## config.mk

```make
export PLATFORM = sky130hd
export DESIGN_NAME = code_sequencer
export DESIGN_NICKNAME = d
export VERILOG_FILES = /design/src/rtl/code_sequencer.sv
export SDC_FILE = /design/constraint.sdc
export NUM_CORES = 1
export LEC_CHECK = 0
export ABC_AREA = 1
export ABC_CLOCK_PERIOD_IN_PS = 3000
export CELL_PAD_IN_SITES_DETAIL_PLACEMENT = 0
export CELL_PAD_IN_SITES_GLOBAL_PLACEMENT = 1
export CORE_MARGIN = 4
export CORE_UTILIZATION = 38
export CTS_BUF_LIST = sky130_fd_sc_hd__clkbuf_16
export DETAILED_ROUTE_END_ITERATION = 16
export PLACE_DENSITY_LB_ADDON = 0.1
export SLEW_MARGIN = 30
export SYNTH_ARGS = -nofsm -noshare
export SYNTH_HDL_FRONTEND = slang
export SYNTH_SLANG_ARGS = --single-unit
```

## constraint.sdc

```tcl
create_clock -name clk_clk -period 3 [get_ports clk_clk]
set_input_delay 0.9 -clock clk_clk [delete_from_list [all_inputs] [get_ports clk_clk]]
set_output_delay 0.9 -clock clk_clk [all_outputs]
set_load 0.1 [all_outputs]
```

## src/rtl/code_sequencer.sv

```systemverilog
// code_sequencer: loads a program into code storage from a valid/ready word
// stream, then runs it by driving the code-control reset/active pair until
// the parse stage reports the halt op or fetch runs past the program.
module code_sequencer #(
  parameter int unsigned     LINE_W    = 32,
  parameter int unsigned     DATA_W    = 12,
  parameter int unsigned     OP_W      = 4,
  parameter logic [OP_W-1:0] HALT_OP   = 4'hF,
  parameter int unsigned     MAX_LINES = 1024
) (
  input  logic              clk_clk,
  input  logic              reset_reset_n,
  // host program stream
  input  logic              load_valid,
  input  logic [DATA_W-1:0] load_data,
  input  logic              load_last,
  output logic              load_ready,
  // run control
  input  logic              start,
  input  logic              abort,
  // datapath observation
  input  logic [OP_W-1:0]   op_in,
  input  logic [LINE_W-1:0] code_index_in,
  // code storage write port
  output logic [LINE_W-1:0] write_line,
  output logic [DATA_W-1:0] write_data,
  output logic              is_write,
  // code-control
  output logic              code_reset,
  output logic              code_active,
  // status
  output logic              program_loaded,
  output logic [LINE_W-1:0] line_count,
  output logic              busy,
  output logic              done,
  output logic              overflow,
  output logic [31:0]       run_cycles
);

  typedef enum logic [2:0] {
    S_IDLE,
    S_LOAD,
    S_CLEAR,
    S_RUN,
    S_DONE
  } state_t;

  localparam logic [LINE_W-1:0] LAST_LINE = LINE_W'(MAX_LINES - 1);
  localparam logic [LINE_W-1:0] LINE_CAP  = LINE_W'(MAX_LINES);

  state_t            state;
  state_t            state_next;
  logic [LINE_W-1:0] ptr;          // next line to write inside a program
  logic [LINE_W-1:0] wr_line;      // line the word offered now would land on
  logic              accept;       // word handshake completes this cycle
  logic              take;         // accepted word is actually stored
  logic              at_cap;       // offered word lands on the last line
  logic              run_end;      // execution has reached its end condition

  // A word arriving in IDLE always begins a fresh program at line 0.
  assign load_ready = ((state == S_IDLE) && !start) || (state == S_LOAD);
  assign accept     = load_valid && load_ready;
  assign take       = accept && !abort;
  assign wr_line    = (state == S_IDLE) ? '0 : ptr;
  assign at_cap     = (wr_line == LAST_LINE);
  assign run_end    = (op_in == HALT_OP) || (code_index_in >= line_count);

  // State register.
  // NOTE: sequential state uses non-blocking (<=) so every flop samples the
  // pre-edge values; blocking here would create order-dependent races.
  always_ff @(posedge clk_clk or negedge reset_reset_n) begin
    if (!reset_reset_n) state <= S_IDLE;
    else                state <= state_next;
  end

  // Next-state decode; abort overrides every other transition.
  // NOTE: state_next gets its default before the case so no path leaves it
  // unassigned, which would otherwise infer a latch.
  always_comb begin
    state_next = state;
    if (abort) begin
      state_next = S_IDLE;
    end else begin
      unique case (state)
        S_IDLE: begin
          if (start) begin
            if (program_loaded) state_next = S_CLEAR;
          end else if (accept && !load_last && !at_cap) begin
            state_next = S_LOAD;
          end
        end
        S_LOAD: begin
          if (accept && (load_last || at_cap)) state_next = S_IDLE;
        end
        S_CLEAR: state_next = S_RUN;
        S_RUN: begin
          if (run_end) state_next = S_DONE;
        end
        S_DONE:  state_next = S_IDLE;
        default: state_next = S_IDLE;
      endcase
    end
  end

  // Code-control and status strobes, registered against the upcoming state.
  always_ff @(posedge clk_clk or negedge reset_reset_n) begin
    if (!reset_reset_n) begin
      code_reset  <= 1'b0;
      code_active <= 1'b0;
      done        <= 1'b0;
      busy        <= 1'b0;
    end else begin
      code_reset  <= (state_next == S_CLEAR);
      code_active <= (state_next == S_RUN);
      done        <= (state_next == S_DONE);
      busy        <= (state_next != S_IDLE);
    end
  end

  // Code storage write port; line/data hold when no word is stored.
  always_ff @(posedge clk_clk or negedge reset_reset_n) begin
    if (!reset_reset_n) begin
      is_write   <= 1'b0;
      write_line <= '0;
      write_data <= '0;
      ptr        <= '0;
    end else begin
      is_write <= take;
      if (take) begin
        write_line <= wr_line;
        write_data <= load_data;
        ptr        <= wr_line + LINE_W'(1);
      end
    end
  end

  // Resident-program bookkeeping: completion, overflow and abort discard.
  always_ff @(posedge clk_clk or negedge reset_reset_n) begin
    if (!reset_reset_n) begin
      program_loaded <= 1'b0;
      line_count     <= '0;
      overflow       <= 1'b0;
    end else if (abort) begin
      if (state == S_LOAD) begin
        program_loaded <= 1'b0;
        line_count     <= '0;
      end
    end else if (accept) begin
      if (load_last) begin
        program_loaded <= 1'b1;
        line_count     <= wr_line + LINE_W'(1);
        overflow       <= (state == S_IDLE) ? 1'b0 : overflow;
      end else if (at_cap) begin
        program_loaded <= 1'b1;
        line_count     <= LINE_CAP;
        overflow       <= 1'b1;
      end else if (state == S_IDLE) begin
        program_loaded <= 1'b0;
        line_count     <= '0;
        overflow       <= 1'b0;
      end
    end
  end

  // Run-length counter: cleared on launch, counts RUN cycles, saturates.
  always_ff @(posedge clk_clk or negedge reset_reset_n) begin
    if (!reset_reset_n) begin
      run_cycles <= '0;
    end else if ((state == S_IDLE) && (state_next == S_CLEAR)) begin
      run_cycles <= '0;
    end else if ((state == S_RUN) && (run_cycles != 32'hFFFF_FFFF)) begin
      run_cycles <= run_cycles + 32'd1;
    end
  end

endmodule
```

==> impl_results.md <==
- Vias in the first global route: 7,258
- CTS Buffer Depth: 2
- Cells after synthesis: 1,129
- Peak supply drop: 0.4878 mV
- Die area: 24,830 um2
- Clock latency on the worst-skew pair: 0.43 ns
- Largest stage delay on the critical path: 0.51 ns
- Setup Buffers After CTS: 0
- Synthesized Nets: 1,217
- Mean Syn Cell Area: 7.530 um2
- Layout cell share with drive strength beyond 1: 0.1583
- H-Tree Depth: 4
- Crit path launch type: primary input
- DRT Pass-1 Iters: 5
- Hold Path Class: in -> async
- Pins over their slew limit: 0
- Crit-path cells: clkdlybuf4s50_1 -> o21ai_2 -> buf_12
- GRT overflow: 0
- Initial Util: 0.3884
- DP HPWL: 18,300 um
- DR vias: 7,599
- Hold buffers post-CTS: 0
- Slowest CP cell: clkdlybuf4s50_1
- Pre-CTS WS: -0.2030 ns
- Die X: 157.6 um
- Clock sink count: 150
- CTS clk-pin slew, worst paths: 0.07 ns
- CTS tree: built
- Die height: 157.6 um
- Fmax: 0.3492 GHz
- Root Driver: clkbuf_16
- Final Core Density: 0.5009
- Worst setup margin: 0.1362 ns
- Initial DRC count: 398
- WL/cell: 15.00 um
- DRT antenna net count: 0
- N_diodes: 0
- Fin nets: 1,396
- Kind of critical path: in -> out
- Initial antenna violation count: 0
- Max-cap violations: 0
- Fill cells: 2,224
- Slew @ Worst Pin: 0.7186 ns
- Worst Path Required: 2.10 ns
- Global Route Usage Sum: 0.1966
- Final min period: 2.864 ns
- Vias per inst: 4.749
- Num rows: 54
- Synth-to-layout area growth: 28.98%
- Clock buffer count from CTS: 17
- GPL Wtd Cong: 0.8817
- Post-route DRC violation count: 0
- Largest net degree at the start of global routing: 50
- Final Cycle Share: 0.9546
- First-pass GRT wire length: 38,430 um
- Core ar.: 21,890 um2
- Pwr per Cell Area: 623.9 nW/um2
- Synth Cell Area: 8502 um2
- Final Hold Vio Count: 0
- Status: finished, final reports clean
- Synth warnings: 0
- Distinct cell type count after synthesis: 42
- CP Capture Type: output port
- Worst relative slew slack: 0.5204
- Register bit count reported by yosys: 150
- Register area share after synthesis: 0.4415
- RSZ-0062 raised after global routing: false
- Clock Skew: 0.009288 ns
- Post-Route WL: 24,000 um
- # IOs: 170
- CTS resizes: 0
- # setup viols final: 0
- Max Fanout on Critical Path: 3
- Arr. time, crit path: 1.96 ns
- Port Buffer Count: 169
- Leakage: 5.650 nW
[where the power goes]
part,switching (W),internal (W),leakage (nW)
sequential,0.000129,0.00220,2.06
combinational,0.00168,0.000483,3.29
clock,0.000881,0.00147,0.304
total,0.00269,0.00415,5.65
[per-layer routing]
layer  vias to the layer above  global-route usage  part of all wire
met5                         -                   0                 0
met4                         0             0.05449             0.015
met3                        24             0.03335             0.058
met2                       197              0.2874              0.42
met1                      3467              0.3004              0.51
li1                       3911                   -                 -
[cell usage after synthesis (all sizes together)]
cell type / instances / area (um2)
dfrtp: 150 / 3754
clkbuf: 17 / 63.81
or2: 10 / 62.56
buf: 15 / 117.6
nand3: 77 / 400.4
inv: 165 / 619.3
nand4: 27 / 183.9
o21bai: 2 / 15.01
o31ai: 2 / 28.78
xnor2: 6 / 52.55
o22ai: 2 / 12.51
o21a: 1 / 7.510
a21o: 1 / 7.510
nand3b: 1 / 7.510
a21oi: 18 / 90.09
nor2: 88 / 380.4
a21boi: 1 / 7.510
nand2: 385 / 1463
o21ai: 65 / 340.3
nor4: 6 / 43.79
nor3: 24 / 146.4
clkinv: 1 / 3.750
xor2: 30 / 262.8
and2: 1 / 6.260
ha: 34 / 425.4
[worst max-delay path, delay by kind of cell]
family	cells	cell delay (ns)
AO/OA/AOI/OAI	1	0.33
buffers and inverters	2	0.73
[state kept, by name, indices dropped and copies added, names as in the netlist]
signal	flops
write_line	32
code_active	1
done	1
ptr	32
write_data	12
line_count	32
busy	1
program_loaded	1
code_reset	1
is_write	1
state	3
run_cycles	32
overflow	1
[layout by cell type, fill, tap and decap left out, types with 2 or more instances in the layout]
cell type,Yosys,layout
nand2_1,380,380
inv_2,3,4
nor2_4,4,4
o21ai_0,59,59
nor3_1,20,20
dfrtp_1,150,150
or2_1,2,2
nand4_1,26,26
or2_2,7,7
nor4_1,5,5
nand3_2,3,3
o21ai_2,4,4
o21ai_1,2,2
clkbuf_16,0,17
nor2_1,76,76
a21oi_1,18,18
inv_1,162,163
nand2_2,4,4
buf_4,2,132
o22ai_1,2,2
xor2_1,30,30
nor2_2,8,8
xnor2_1,6,6
ha_1,34,34
nor3_2,3,3
clkinv_1,1,3
inv_6,0,3
o21bai_1,2,2
bufinv_16,0,5
clkdlybuf4s50_1,0,52
clkinvlp_4,0,2
buf_12,0,7
nand3_1,74,74
[logic make-up after synthesis]
family / after synthesis / share of synthesized area
DFF: 150 / 0.4415
xor gates and xnor gates: 36 / 0.03709
AOI/OAI and AO/OA: 92 / 0.05990
buffers and inverters: 198 / 0.09463
and+or+nand+nor: 619 / 0.3169
adders and majority gates: 34 / 0.05004
[area by class of cell]
class / instances / area, um2 / share of cell area
Timing Repair Buffer: 192 / 1663 / 0.1516
Inverter: 166 / 623.1 / 0.05682
Multi-Input combinational cell: 781 / 3944 / 0.3597
Tap cell: 280 / 350.3 / 0.03195
Clock inverter: 14 / 206.4 / 0.01883
Sequential cell: 150 / 3754 / 0.3423
Clock buffer: 17 / 425.4 / 0.03880
[worst paths after layout]
path / startpoint / to / slack [ns] / cells past startpoint
max in group asynchronous: reset_reset_n / ptr[24]$_DFFE_PN0P_ / 1.85 / 2
min in group clk_clk: write_line[21]$_DFFE_PN0P_ / write_line[21]$_DFFE_PN0P_ / 0.48 / 2
setup / recovery: start / load_ready / 0.14 / 3
hold reg to reg: write_line[21]$_DFFE_PN0P_ / write_line[21]$_DFFE_PN0P_ / 0.48 / 2
setup reg to reg: state[0]$_DFF_PN0_ / line_count[18]$_DFFE_PN0P_ / 0.30 / 13
hold / removal: reset_reset_n / program_loaded$_DFFE_PN0P_ / 0.41 / 1
[metrics by stage]
step           TNS (ns)  hold WS [ns]  cells  power [W]  instance area [um2]
2_1_floorplan         0        0.4534   1129   0.003942                 8502
3_3_place_gp     -3.128        0.4647   1569   0.004535                10330
3_5_place_dp     -6.606        0.4663   1569   0.004542                10330
4_1_cts               0        0.4291   1600   0.006909                10970
5_1_grt               0        0.4389   1600   0.007126                10970
6_report              0        0.4109   1600   0.006842                10970
(Power assumes the default switching activity.)
